**src/rtl/dut_load_ctrl_pkg.sv**
```systemverilog
// Shared definitions for the counter load controller: FSM states and default sizing.
package dut_load_ctrl_pkg;

   localparam int NDIG_DEF   = 4;
   localparam int WRAP_W_DEF = 8;
   localparam int DIG_W      = 4;

   typedef enum logic [2:0] {
      ST_IDLE,
      ST_CLEAR,
      ST_LOAD,
      ST_CHECK,
      ST_FIN
   } state_e;

endpackage

```
**src/rtl/dut_load_ctrl_sat_counter.sv**
```systemverilog
// Saturating event counter with synchronous clear; clear wins over increment.
module sat_counter #(
   parameter int W = 8
) (
   input  logic         clk,
   input  logic         rst,
   input  logic         inc_i,
   input  logic         clr_i,
   output logic [W-1:0] cnt_o
);

   logic [W-1:0] cnt_q;

   always_ff @(posedge clk or posedge rst) begin
      if (rst) begin
         cnt_q <= '0;
      end else if (clr_i) begin
         cnt_q <= '0;
      end else if (inc_i && (cnt_q != {W{1'b1}})) begin
         cnt_q <= cnt_q + 1'b1;
      end
   end

   assign cnt_o = cnt_q;

endmodule

```
**src/rtl/dut_load_ctrl.sv**
```systemverilog
// Host-side driver for the loadable 4-digit counter: nibble-serial preset load,
// readback verify, clear sequencing and wrap-event counting.
module dut_load_ctrl
   import dut_load_ctrl_pkg::*;
#(
   parameter int NDIG   = NDIG_DEF,
   parameter int WRAP_W = WRAP_W_DEF
) (
   input  logic                      CLK,
   input  logic                      RST,
   input  logic                      LD_VALID,
   input  logic [NDIG*DIG_W-1:0]     LD_DATA,
   output logic                      LD_READY,
   input  logic                      RUN,
   input  logic                      CLR_REQ,
   output logic                      nCLR,
   output logic                      nLOAD,
   output logic [$clog2(NDIG)-1:0]   Digit,
   output logic [DIG_W-1:0]          Din,
   output logic                      ENP,
   output logic                      ENT,
   input  logic [NDIG*DIG_W-1:0]     Dout_fb,
   input  logic                      RCO_fb,
   output logic                      DONE,
   output logic                      MISMATCH,
   output logic [WRAP_W-1:0]         WRAPS
);

   localparam int SEL_W  = $clog2(NDIG);
   localparam int WORD_W = NDIG * DIG_W;

   state_e              state_q;
   logic [WORD_W-1:0]   data_q;
   logic [SEL_W-1:0]    dig_q;
   logic [DIG_W-1:0]    din_q;
   logic                nclr_q;
   logic                nload_q;
   logic                done_q;
   logic                mis_q;
   logic                idle;

   assign idle     = (state_q == ST_IDLE);
   assign LD_READY = idle & ~CLR_REQ;
   // Counting is only ever enabled from IDLE, so no count can land between digit writes.
   assign ENP      = RUN & idle;
   assign ENT      = RUN & idle;

   always_ff @(posedge CLK or posedge RST) begin
      if (RST) begin
         state_q <= ST_IDLE;
         data_q  <= '0;
         dig_q   <= '0;
         din_q   <= '0;
         nclr_q  <= 1'b1;
         nload_q <= 1'b1;
         done_q  <= 1'b0;
         mis_q   <= 1'b0;
      end else begin
         nclr_q <= 1'b1;
         done_q <= 1'b0;
         case (state_q)
            ST_IDLE: begin
               if (CLR_REQ) begin
                  state_q <= ST_CLEAR;
                  nclr_q  <= 1'b0;
               end else if (LD_VALID) begin
                  state_q <= ST_LOAD;
                  data_q  <= LD_DATA;
                  mis_q   <= 1'b0;
                  nload_q <= 1'b0;
                  dig_q   <= '0;
                  din_q   <= LD_DATA[DIG_W-1:0];
               end
            end
            ST_CLEAR: state_q <= ST_IDLE;
            ST_LOAD: begin
               if (dig_q == SEL_W'(NDIG-1)) begin
                  state_q <= ST_CHECK;
                  nload_q <= 1'b1;
                  dig_q   <= '0;
                  din_q   <= '0;
               end else begin
                  dig_q <= dig_q + 1'b1;
                  din_q <= data_q[(int'(dig_q) + 1) * DIG_W +: DIG_W];
               end
            end
            ST_CHECK: begin
               // Last digit was written on the previous edge, so readback is complete here.
               if (Dout_fb != data_q) mis_q <= 1'b1;
               state_q <= ST_FIN;
               done_q  <= 1'b1;
            end
            ST_FIN:  state_q <= ST_IDLE;
            default: state_q <= ST_IDLE;
         endcase
      end
   end

   assign nCLR     = nclr_q;
   assign nLOAD    = nload_q;
   assign Digit    = dig_q;
   assign Din      = din_q;
   assign DONE     = done_q;
   assign MISMATCH = mis_q;

   sat_counter #(.W(WRAP_W)) u_wraps (
      .clk   (CLK),
      .rst   (RST),
      .inc_i (RCO_fb & ENT),
      .clr_i (idle & CLR_REQ),
      .cnt_o (WRAPS)
   );

endmodule
```
**config.mk**
```make
export PLATFORM = sky130hd
export DESIGN_NAME = dut_load_ctrl
export DESIGN_NICKNAME = d
export VERILOG_FILES = /design/src/rtl/dut_load_ctrl_pkg.sv /design/src/rtl/dut_load_ctrl_sat_counter.sv /design/src/rtl/dut_load_ctrl.sv
export SDC_FILE = /design/constraint.sdc
export NUM_CORES = 1
export LEC_CHECK = 0
export BUFFER_PORTS_ARGS = -buffer_cell sky130_fd_sc_hd__clkbuf_2
export CELL_PAD_IN_SITES_DETAIL_PLACEMENT = 0
export CELL_PAD_IN_SITES_GLOBAL_PLACEMENT = 2
export CORE_ASPECT_RATIO = 0.5
export CORE_MARGIN = 5
export CORE_UTILIZATION = 28
export DETAILED_ROUTE_END_ITERATION = 10
export PLACE_DENSITY_LB_ADDON = 0.1
export REMOVE_ABC_BUFFERS = 1
export SLEW_MARGIN = 10
export SYNTH_ARGS = -nofsm -noshare
export SYNTH_HDL_FRONTEND = slang
export SYNTH_SLANG_ARGS = --single-unit
```
**constraint.sdc**
```tcl
create_clock -name CLK -period 1.7 [get_ports CLK]
set_clock_uncertainty 0.2 [all_clocks]
set_input_delay 0.34 -clock CLK [delete_from_list [all_inputs] [get_ports CLK]]
set_output_delay 0.34 -clock CLK [all_outputs]
set_load 0.01 [all_outputs]
```
# Yosys cells after proc, flatten, opt, wreduce, memory -nomap -nowiden
# Index checks and enable logic that the tools add are counted.
op_classes:
  n_addsub: 3
  multipliers: 0
  div_mod_pow: 0
  magnitude_cmp: 0
  n_eq_ne: 10
  shift: 1
  n_mux: 23
  bitwise_logic: 5
  reduce_logical: 10
op_table:
  columns: ["op", "n"]
  rows:
  - ["$mux W8", 2]
  - ["$ne A16 B16 Y1", 1]
  - ["$shiftx A16 B6 Y4", 1]
  - ["$mux W4", 3]
  - ["$mux W3", 3]
  - ["$pmux W3 S3", 1]
  - ["$add A8 B1 Y8 const B", 1]
  - ["$ne A2 B2 Y1 const B", 4]
  - ["$ne A8 B8 Y1 const B", 1]
  - ["$pmux W4 S2", 1]
  - ["$reduce_and A4 Y1", 2]
  - ["$mux W1", 7]
  - ["$eq A3 B2 Y1 const B", 2]
  - ["$mux W2", 3]
  - ["$reduce_and A3 Y1", 2]
  - ["$reduce_bool A2 Y1", 3]
  - ["$and A1 B1 Y1", 4]
  - ["$pmux W1 S2", 2]
  - ["$pmux W2 S2", 1]
  - ["$add A2 B1 Y3 const B", 1]
  - ["$logic_not A3 Y1", 1]
  - ["$ne A3 B3 Y1 const B", 1]
  - ["$add A2 B1 Y2 const B", 1]
  - ["$eq A2 B2 Y1 const B", 1]
  - ["other kinds (3)", 3]
totals:
  register_bits: 37
  latch_bits: 0
  mem_bits_rw: 0
  rom_bits: 0
  in_bits: 38
  out_inout_bits: 21
  mem_count: 0

# Logic depth before layout (Yosys ltp)
# Gate-level depths: netlist (run 1).
logic_depth:
  word_depth: 6
  mapped_depth: 6
  ltp_nobuf: 5

# Cells and area by module
# From an unflattened synthesis (run 1), not the netlist that was laid out.
hier_totals:
  cells_unflattened: 171
  hier_area_um2: 1981.9
by_module_without_submodules:
  columns: ["mod", "instances", "cells_each", "area_each_um2"]
  rows:
  - ["dut_load_ctrl", 1, 122, 1477.7]
  - ["sat_counter", 1, 49, 504.2]

# Worst setup path before layout (run 1)
# Ideal clock, no wire load.
synth_timing:
  path_kind: "flip-flop to flip-flop"
  start: "reg state_q[1]"
  end: "reg u_wraps.cnt_q[5], in the netlist u_wraps.cnt_o[5]"
  setup_time_ps: 99
  t_arrival_ps: 1413
  required_time_ps: 1401
  path_slack_ps: -12
  stages_incl_launch_ff: 5
  cell_sequence: "dfrtp_1 or3_4 nor3_4 a31oi_1 a311oi_1"
synth_between:
  elab_chain_len: 5
synth_rtl:
  columns: ["item", "line_no", "rtl"]
  rows:
  - ["start: declaration", "dut_load_ctrl.sv:32", "state_e state_q;"]
  - ["start signal: assignment", "dut_load_ctrl.sv:50", "state_q <= ST_IDLE;"]
  - ["start signal: assignment", "dut_load_ctrl.sv:64", "state_q <= ST_CLEAR;"]
  - ["start signal: assignment", "dut_load_ctrl.sv:67", "state_q <= ST_LOAD;"]
  - ["$logic_not A3 Y1 (*)", "dut_load_ctrl.sv:42", "assign idle = (state_q == ST_IDLE);"]
  - ["$and A1 B1 Y1", "dut_load_ctrl.sv:46", "assign ENT = RUN & idle;"]
  - ["$and A1 B1 Y1", "dut_load_ctrl.sv:109", ".inc_i (RCO_fb & ENT),"]
  - ["$logic_and A1 B1 Y1", "dut_load_ctrl_sat_counter.sv:19", "end else if (inc_i && (cnt_q != {W{1'b1}})) begin"]
  - ["$reduce_bool A2 Y1 (no line)", null, null]
  - ["end signal: assignment", "dut_load_ctrl_sat_counter.sv:20", "cnt_q <= cnt_q + 1'b1;"]
  - ["end: declaration", "dut_load_ctrl_sat_counter.sv:12", "logic [W-1:0] cnt_q;"]
# Mark *: on every way between the ends. The rest lies on a longest branch, timed or not.
# A chain may end at the register's enable or synchronous reset.

# Worst setup path in the final report (run 1)
layout_timing:
  start: "reg state_q[0]"
  end: "out LD_READY"
layout_between:
  elab_chain_len: 2
layout_rtl:
  columns: ["item", "line_no", "rtl"]
  rows:
  - ["$logic_not A3 Y1", "dut_load_ctrl.sv:42", null]
  - ["$and A1 B1 Y1", "dut_load_ctrl.sv:43", "assign LD_READY = idle & ~CLR_REQ;"]
  - ["end: declaration", "dut_load_ctrl.sv:13", "output logic LD_READY,"]
# Every way passes these cells.

==> results of run 1 <==
power by group through the flow:
stage               Sequential [µW]  Combinational [µW]  Clock [µW]
global route                   1600                2460         967
global placement               1560                1740           0
floorplan                      1580                 939           0
CTS                            1560                1930         913
finish                         1550                2230         882
detailed placement             1580                1750           0
timing repair:
item / in CTS / in global routing
resized for setup: 7 / 24
pin swaps: 8 / 11
endpoints found under the hold margin: 35 / 0
setup buffers: 6 / 5
setup endpoints to repair: 8 / 30
cloned: 0 / 3
hold buffers: 1 / 0
path summary, 6_finish.rpt:
path                       startpoint          endpoint  slack, ns  cells past startpoint
min reg2reg                     nLOAD             nLOAD       0.26                      2
max                        state_q[0]          LD_READY      -0.17                      3
min                        LD_DATA[5]         data_q[5]       0.09                      2
min in group asynchronous         RST  u_wraps.cnt_o[4]       0.46                      4
max in group asynchronous         RST             nLOAD       0.60                      4
max reg2reg                state_q[0]            Din[3]      -0.07                      7
through the flow:
stage               utilization (%)  power (µW)  worst slack [ns]  hold slack, ns  instances
floorplan                         -        2520           -0.0121           0.265        156
global placement               38.8        3300           -0.0247           0.184        325
detailed placement             38.8        3330           -0.0551           0.205        325
CTS                            42.4        4400            -0.173          0.0884        340
global route                   45.6        5020            -0.229          0.0856        348
finish                         45.6        4660            -0.170          0.0917        348
cell type report:
cell class / count / area share, %
timing repair buffer: 96 / 23.8
clock buffer: 8 / 4.82
sequential: 37 / 32.8
multi-input combinational: 116 / 34.2
tap: 88 / 3.89
inverter: 3 / 0.398
layer usage:
metal / wire length [µm] / vias to the layer above
met5: 0 / -
met2: 2440 / 32
met3: 208 / 5
met4: 51 / 0
li1: - / 777
met1: 2390 / 742
cell usage after synthesis, types with 2 or more instances:
master / count
a211oi_1: 4
a22o_1: 2
a22oi_1: 3
a31oi_1: 4
and2_1: 4
clkbuf_1: 3
dfrtp_1: 35
dfstp_2: 2
ha_1: 2
inv_1: 3
mux2_2: 16
mux2i_1: 5
nand2_1: 14
nand3_1: 6
nand4_1: 2
nor2_1: 9
nor2b_1: 3
nor4_1: 4
o21ai_0: 4
o2bb2ai_1: 4
xor2_1: 17
sequential cells by signal (all words and copies together) (netlist names), 2 cells and up:
signal,count
Digit,2
Din,4
data_q,16
state_q,3
u_wraps.cnt_o,8
logic make-up after synthesis:
family | share of synthesized area (%)
fa+ha+maj | 1.36
simple gates | 14.8
mux | 12.5
compound gates | 10.2
flops | 50.6
xor+xnor | 8.59
buf+inv | 1.91
==> flow_summary.ini, run 1 <==
[global_route]
grt_overflow_total = 0
grt_antenna_before_repair = 0
met2_usage_pct = 21.8
grt_pass1_wl_mm = 8.29
grt_pass1_vias = 1676
grtUsageTotal_pct = 12.5
top_usage_layer = met2
grtUsageMet3_pct = 3.55
grt_max_degree = 30
globalRouteMet1Util_pct = 15.5

[logic_synthesis]
yosys.area.top_type_share_pct = 47.7
ys_warn_count = 0
ys_seq_area_share_pct = 50.6
synth_flop_cell = dfrtp_1
synth.distinct_cells = 36
synth.avg_cell_area_um2 = 11.4
ys_ff_latch = 37
ys_top_cells_by_area = dfrtp_1 (48%), mux2_2 (9.8%), xor2_1 (8.1%)
yosys.area.top_type = dfrtp_1
synth.cell_area_mm2 = 0.00184
synth-edff-count = 0
synthCells = 161
async_flop_share_pct = 100

[cts]
cts_buffer_depth = 2
clock_latency_ns = 0.28
numCtsBuffers = 5
cts_max_level = 2
cts_tree = done
root_buffer = clkbuf_16
clk_pin_slew_ns = 0.05
clock-sinks = 37

[power_and_ir_drop]
powerDensity_mw_per_mm2 = 1650
switchingPower_uw = 1630
combPwrFrac_pct = 47.9
p_leak_uw = 0.00138
intPower_uw = 3030
swShare_pct = 34.9
pwr-share-seq_pct = 33.2
power_frac_clock_pct = 18.9
irDropWorstVdd_v = 0.000463

[layout]
seqCellArea_um2 = 928
multi_input_area_um2 = 968
syn_to_final_growth_pct = 54.1
layout-drive-gt1-share_pct = 52.3
layout_commonest_cell = clkbuf_2
layout.nets = 299
final_cell_mix = clkbuf_2 (55), dfrtp_1 (35), buf_4 (27), xor2_1 (17), mux2_2 (16)
num_antenna_cells = 0
final_area_mm2 = 0.00283
fill_cells = 635

[min_path]
hp-class = input pin to flip-flop

[drt]
wl_per_cell_um = 14.6
postRouteAntennaNets = 0
dr.first_iter.drc_count = 55
drc_errors = 0
drt_pass1_iterations = 4
wl_mm = 5.09
vias_per_cell = 4.47
num_vias = 1556

[timing]
clock.fmax_mhz = 535
worstMarginPinSlew_ns = 0.510
period_share_pct = 110
period_needed_ns = 1.87
report.final.setup_viol = 10
worst_slack_ns = -0.170
fin_tns_setup_ns = -0.693
finalHoldViolCount = 0
drv_slew = 0
rsz0062_at_grt = true
slew_headroom_pct = 65.9

[worst_setup_path]
cp.required_ns = 1.16
end_kind = output pin
cpPeakStageDelay_ns = 0.42
critical_path_buf_inv_count = 1
path_max_fanout = 3
crit_path_start_kind = flip-flop
criticalPathCategory = flip-flop to output pin
worst_path_max_delay_cell = or3_4
worstPathArrival_ns = 1.33
path_cells = or3_4 -> nor2_1 -> buf_2
worst_path_dominant_cell_family = simple AND/OR/NAND/NOR gates

[die]
dieArea_mm2 = 0.00837
rows = 20
core_mm2 = 0.00621
start_util_pct = 29.6
die_y_um = 67.3
die_w_um = 125
io_pins = 59

[placement]
gp_congestion = 0.799
dpl_cell_area_mm2 = 0.00241
dpl.hpwl_mm = 3.71
port_buffers = 58

[flow_run]
maxCapViolCount = 0

[outcome]
violations = negative setup slack
outcome = finished, violations left
Power figures use the tool's default switching activity.
==> run 2: changes to the inputs <==
- SKIP_CTS_REPAIR_TIMING: default -> 1
==> flow_summary.ini, run 2 (synthesis results as in run 1) <==
[outcome]
outcome = finished, violations left
violations = negative setup slack

[layout]
layout.nets = 293
fin_util_pct = 43.6
syn_to_final_growth_pct = 47.5
largest_reg_flops = 16
layout_commonest_cell = clkbuf_2
regMostFlops = data_q
layout-drive-gt1-share_pct = 50.8
instances_no_fill = 342
final_cell_mix = clkbuf_2 (55), dfrtp_1 (34), buf_4 (27), xor2_1 (17), mux2_2 (16)
num_antenna_cells = 0

[global_route]
grt_max_degree = 30
grt_antenna_before_repair = 0
grt_pass1_wl_mm = 8.13
grtUsageTotal_pct = 12.3
grt_overflow_total = 0
grt_pass1_vias = 1636

[min_path]
worstHoldPathCells = 2
hold_start = LD_DATA[5]
hp-class = input pin to flip-flop
hold_end = data_q[5]

[cts]
cts_max_level = 2
clock-sinks = 37
clk_pin_slew_ns = 0.05
cts_tree = done
clock_latency_ns = 0.28
cts_buffer_depth = 2
root_buffer = clkbuf_16
numCtsBuffers = 5

[worst_setup_path]
worstPathArrival_ns = 1.34
worst_path_max_delay_cell = dfrtp_2
end_kind = output pin
r2r_start = state_q[0]
crit_path_start_kind = flip-flop
path_cells = or3_4 -> nor2_2 -> buf_2
criticalPathCategory = flip-flop to output pin
cp.required_ns = 1.16
path_max_fanout = 5
worstReg2RegEnd = u_wraps.cnt_o[3]
cpPeakStageDelay_ns = 0.43
reg2reg_setup_slack_ns = -0.17
rr_worst_depth = 7

[power_and_ir_drop]
p_total_uw = 4400
powerDensity_mw_per_mm2 = 1630
combPwrFrac_pct = 44.6
power_frac_clock_pct = 20.0
intPower_uw = 2870
switchingPower_uw = 1530
irDropWorstVdd_v = 0.000477
p_leak_uw = 0.00132
pwr-share-seq_pct = 35.3
swShare_pct = 34.7

[placement]
dpl.hpwl_mm = 3.71
gp_congestion = 0.799
dpl.cell_count = 325
dpl_worst_slack_ns = -0.0551
port_buffers = 58

[die]
die_w_um = 125
start_util_pct = 29.6
dieArea_mm2 = 0.00837
io_pins = 59
rows = 20
die_y_um = 67.3
core_mm2 = 0.00621

[timing]
rsz0062_at_grt = true
period_needed_ns = 1.88
report.final.setup_viol = 7
finalHoldViolCount = 0
worst_slack_ns = -0.182
clock.fmax_mhz = 531
worstMarginPinSlew_ns = 0.370
slew_headroom_pct = 75.3
drv_slew = 0
period_share_pct = 111

[drt]
wl_per_cell_um = 14.4
num_vias = 1554
postRouteAntennaNets = 0
dr.first_iter.drc_count = 29
drt_pass1_iterations = 4
drc_errors = 0
wl_mm = 4.93
vias_per_cell = 4.54

[flow_run]
maxCapViolCount = 0
==> run 2: worst max-delay path by stage <==
stage	end	slack [ns]	from
floorplan	u_wraps.cnt_o[5]	-0.01	state_q[1]
CTS	LD_READY	-0.23	state_q[0]
finish	LD_READY	-0.18	state_q[0]
global placement	u_wraps.cnt_o[7]	-0.02	state_q[0]
detailed placement	u_wraps.cnt_o[5]	-0.06	state_q[0]
global route	u_wraps.cnt_o[3]	-0.25	state_q[0]
==> run 2: layout make-up <==
cell class	count	area, µm²
Inverter	3	11.3
Clock buffer	8	136
Timing Repair Buffer	90	578
Sequential cell	37	930
Fill cell	653	3500
Tap cell	88	110
Multi-Input combinational cell	116	942
==> run 2: stage by stage <==
stage                     hold slack (ns)  TNS, ns  cell area (µm²)
final                              0.0924   -0.894             2710
after global placement              0.184  -0.0727             2410
after detailed placement            0.205   -0.114             2410
after global routing               0.0868    -1.77             2710
after CTS                         -0.0889   -0.790             2550
after floorplan                     0.265  -0.0121             1810
==> run 2: power by group through the flow <==
stage | combinational (µW) | clock [µW] | sequential (µW)
after floorplan | 939 | 0 | 1580
after global placement | 1740 | 0 | 1560
after detailed placement | 1750 | 0 | 1580
after CTS | 1760 | 913 | 1560
after global routing | 2180 | 963 | 1610
final | 1960 | 881 | 1550
==> run 2: worst max-delay path, delay by kind of cell, from the launching register on <==
family / cells / cell delay (ns)
buffers and inverters: 1 / 0.13
DFF: 1 / 0.43
and+or+nand+nor: 2 / 0.51
==> run 2: layer usage <==
| metal | GRT usage, % | wire length, µm | vias up |
|---|---|---|---|
| li1 | - | - | 768 |
| met1 | 15.3 | 2260 | 735 |
| met2 | 21.3 | 2370 | 42 |
| met3 | 3.55 | 222 | 9 |
| met4 | 3.55 | 74 | 0 |
| met5 | 0 | 0 | - |
==> run 3: changes to the inputs <==
- CORE_UTILIZATION: 28 -> 31
- clock period: 1.7 -> 2.1 ns (I/O delays scaled with it)
==> flow_summary.ini, run 3 (synthesis results as in run 1) <==
[outcome]
outcome = complete, no violations

[cts]
clock-sinks = 37
cts_tree = done
clk_pin_slew_ns = 0.06
root_buffer = clkbuf_16
clock_latency_ns = 0.28
numCtsBuffers = 5
cts_buffer_depth = 2
cts_max_level = 2

[worst_setup_path]
criticalPathCategory = flip-flop to output pin
end_kind = output pin
worstPathArrival_ns = 1.41
crit_path_start_kind = flip-flop
path_cells = or3_4 -> nor2_2 -> clkbuf_2
cp.required_ns = 1.48
path_max_fanout = 6
cpPeakStageDelay_ns = 0.45
worst_path_max_delay_cell = or3_4

[timing]
slew_headroom_pct = 67.3
finalHoldViolCount = 0
fin_tns_setup_ns = 0
report.final.setup_viol = 0
period_needed_ns = 2.03
drv_slew = 0
worstMarginPinSlew_ns = 0.491
rsz0062_at_grt = false
clock.fmax_mhz = 493
period_share_pct = 96.6

[layout]
layout.nets = 264
layout-drive-gt1-share_pct = 41.3
num_antenna_cells = 0
final_area_mm2 = 0.00236
seqCellArea_um2 = 930
layout_commonest_cell = clkbuf_2
largest_reg_flops = 16
fill_cells = 573
fin_util_pct = 42.1
instances_no_fill = 298
multi_input_area_um2 = 881
regMostFlops = data_q
syn_to_final_growth_pct = 28.8
final_cell_mix = clkbuf_2 (58), dfrtp_1 (34), xor2_1 (17), mux2_2 (16), nand2_1 (14)

[global_route]
grt_antenna_before_repair = 0
grt_pass1_wl_mm = 7.43
grt_pass1_vias = 1553
grtUsageTotal_pct = 12.3
grt_overflow_total = 0
grt_max_degree = 38

[die]
die_y_um = 64.4
io_pins = 59
die_w_um = 119
dieArea_mm2 = 0.00765
start_util_pct = 32.7
core_mm2 = 0.00561
rows = 19

[power_and_ir_drop]
powerDensity_mw_per_mm2 = 1330
p_leak_uw = 0.00115
irDropWorstVdd_v = 0.000432

[flow_run]
maxCapViolCount = 0

[placement]
dpl_cell_area_mm2 = 0.00222
dpl.hpwl_mm = 3.38
gp_congestion = 0.718
port_buffers = 58
dpl.cell_count = 290

[drt]
vias_per_cell = 4.71
dr.first_iter.drc_count = 85
num_vias = 1404
wl_mm = 4.39
wl_per_cell_um = 14.7
drc_errors = 0
drt_pass1_iterations = 4
postRouteAntennaNets = 0

[min_path]
hp-class = input pin to async pin
-- run 3: worst paths after layout --
kind                             from          endpoint  slack [ns]  depth (start not counted)
max                        state_q[1]          LD_READY        0.07                          3
min                               RST  u_wraps.cnt_o[3]        0.02                          3
max reg2reg                state_q[1]  u_wraps.cnt_o[5]        0.25                          4
min reg2reg                     nLOAD             nLOAD        0.26                          2
max in group asynchronous         RST        state_q[1]        1.30                          3
min in group CLK           LD_DATA[4]         data_q[4]        0.18                          2
-- run 3: layer usage --
| metal | track usage [%] | up-vias | wire, µm |
|---|---|---|---|
| met4 | 3.90 | 0 | 43 |
| met2 | 20.4 | 36 | 2040 |
| met3 | 4.17 | 5 | 226 |
| li1 | - | 713 | - |
| met1 | 15.3 | 650 | 2080 |
| met5 | 0 | - | 0 |
-- run 3: critical path: cells and delay by family (launching register included) --
| family | cells | cell delay (ns) |
|---|---|---|
| AND/OR/NAND/NOR | 2 | 0.56 |
| buffers and inverters | 1 | 0.14 |
| flip-flops | 1 | 0.44 |
-- run 3: final cells by class --
| class | count | area share (%) |
|---|---|---|
| clock buffers | 6 | 5.45 |
| clock inverters | 2 | 0.423 |
| inverters | 3 | 0.476 |
| multi-input cells | 116 | 37.2 |
| flip-flops and latches | 37 | 39.3 |
| well taps | 73 | 3.86 |
| repair buffers | 61 | 13.2 |
-- run 3: per-stage QoR --
step	hold slack, ns	setup WS (ns)	power [µW]
6_report	0.0239	0.0716	3150
5_1_grt	0.0941	0.0187	3410
4_1_cts	0.0533	0.0324	3190
3_5_place_dp	0.258	0.258	2460
3_3_place_gp	0.250	0.269	2450
2_1_floorplan	0.265	0.388	2040
-- run 3: power breakdown --
part | total, µW | switching (µW) | internal (µW)
Sequential | 1290 | 277 | 1010
Combinational | 1160 | 569 | 589
Clock | 707 | 272 | 435
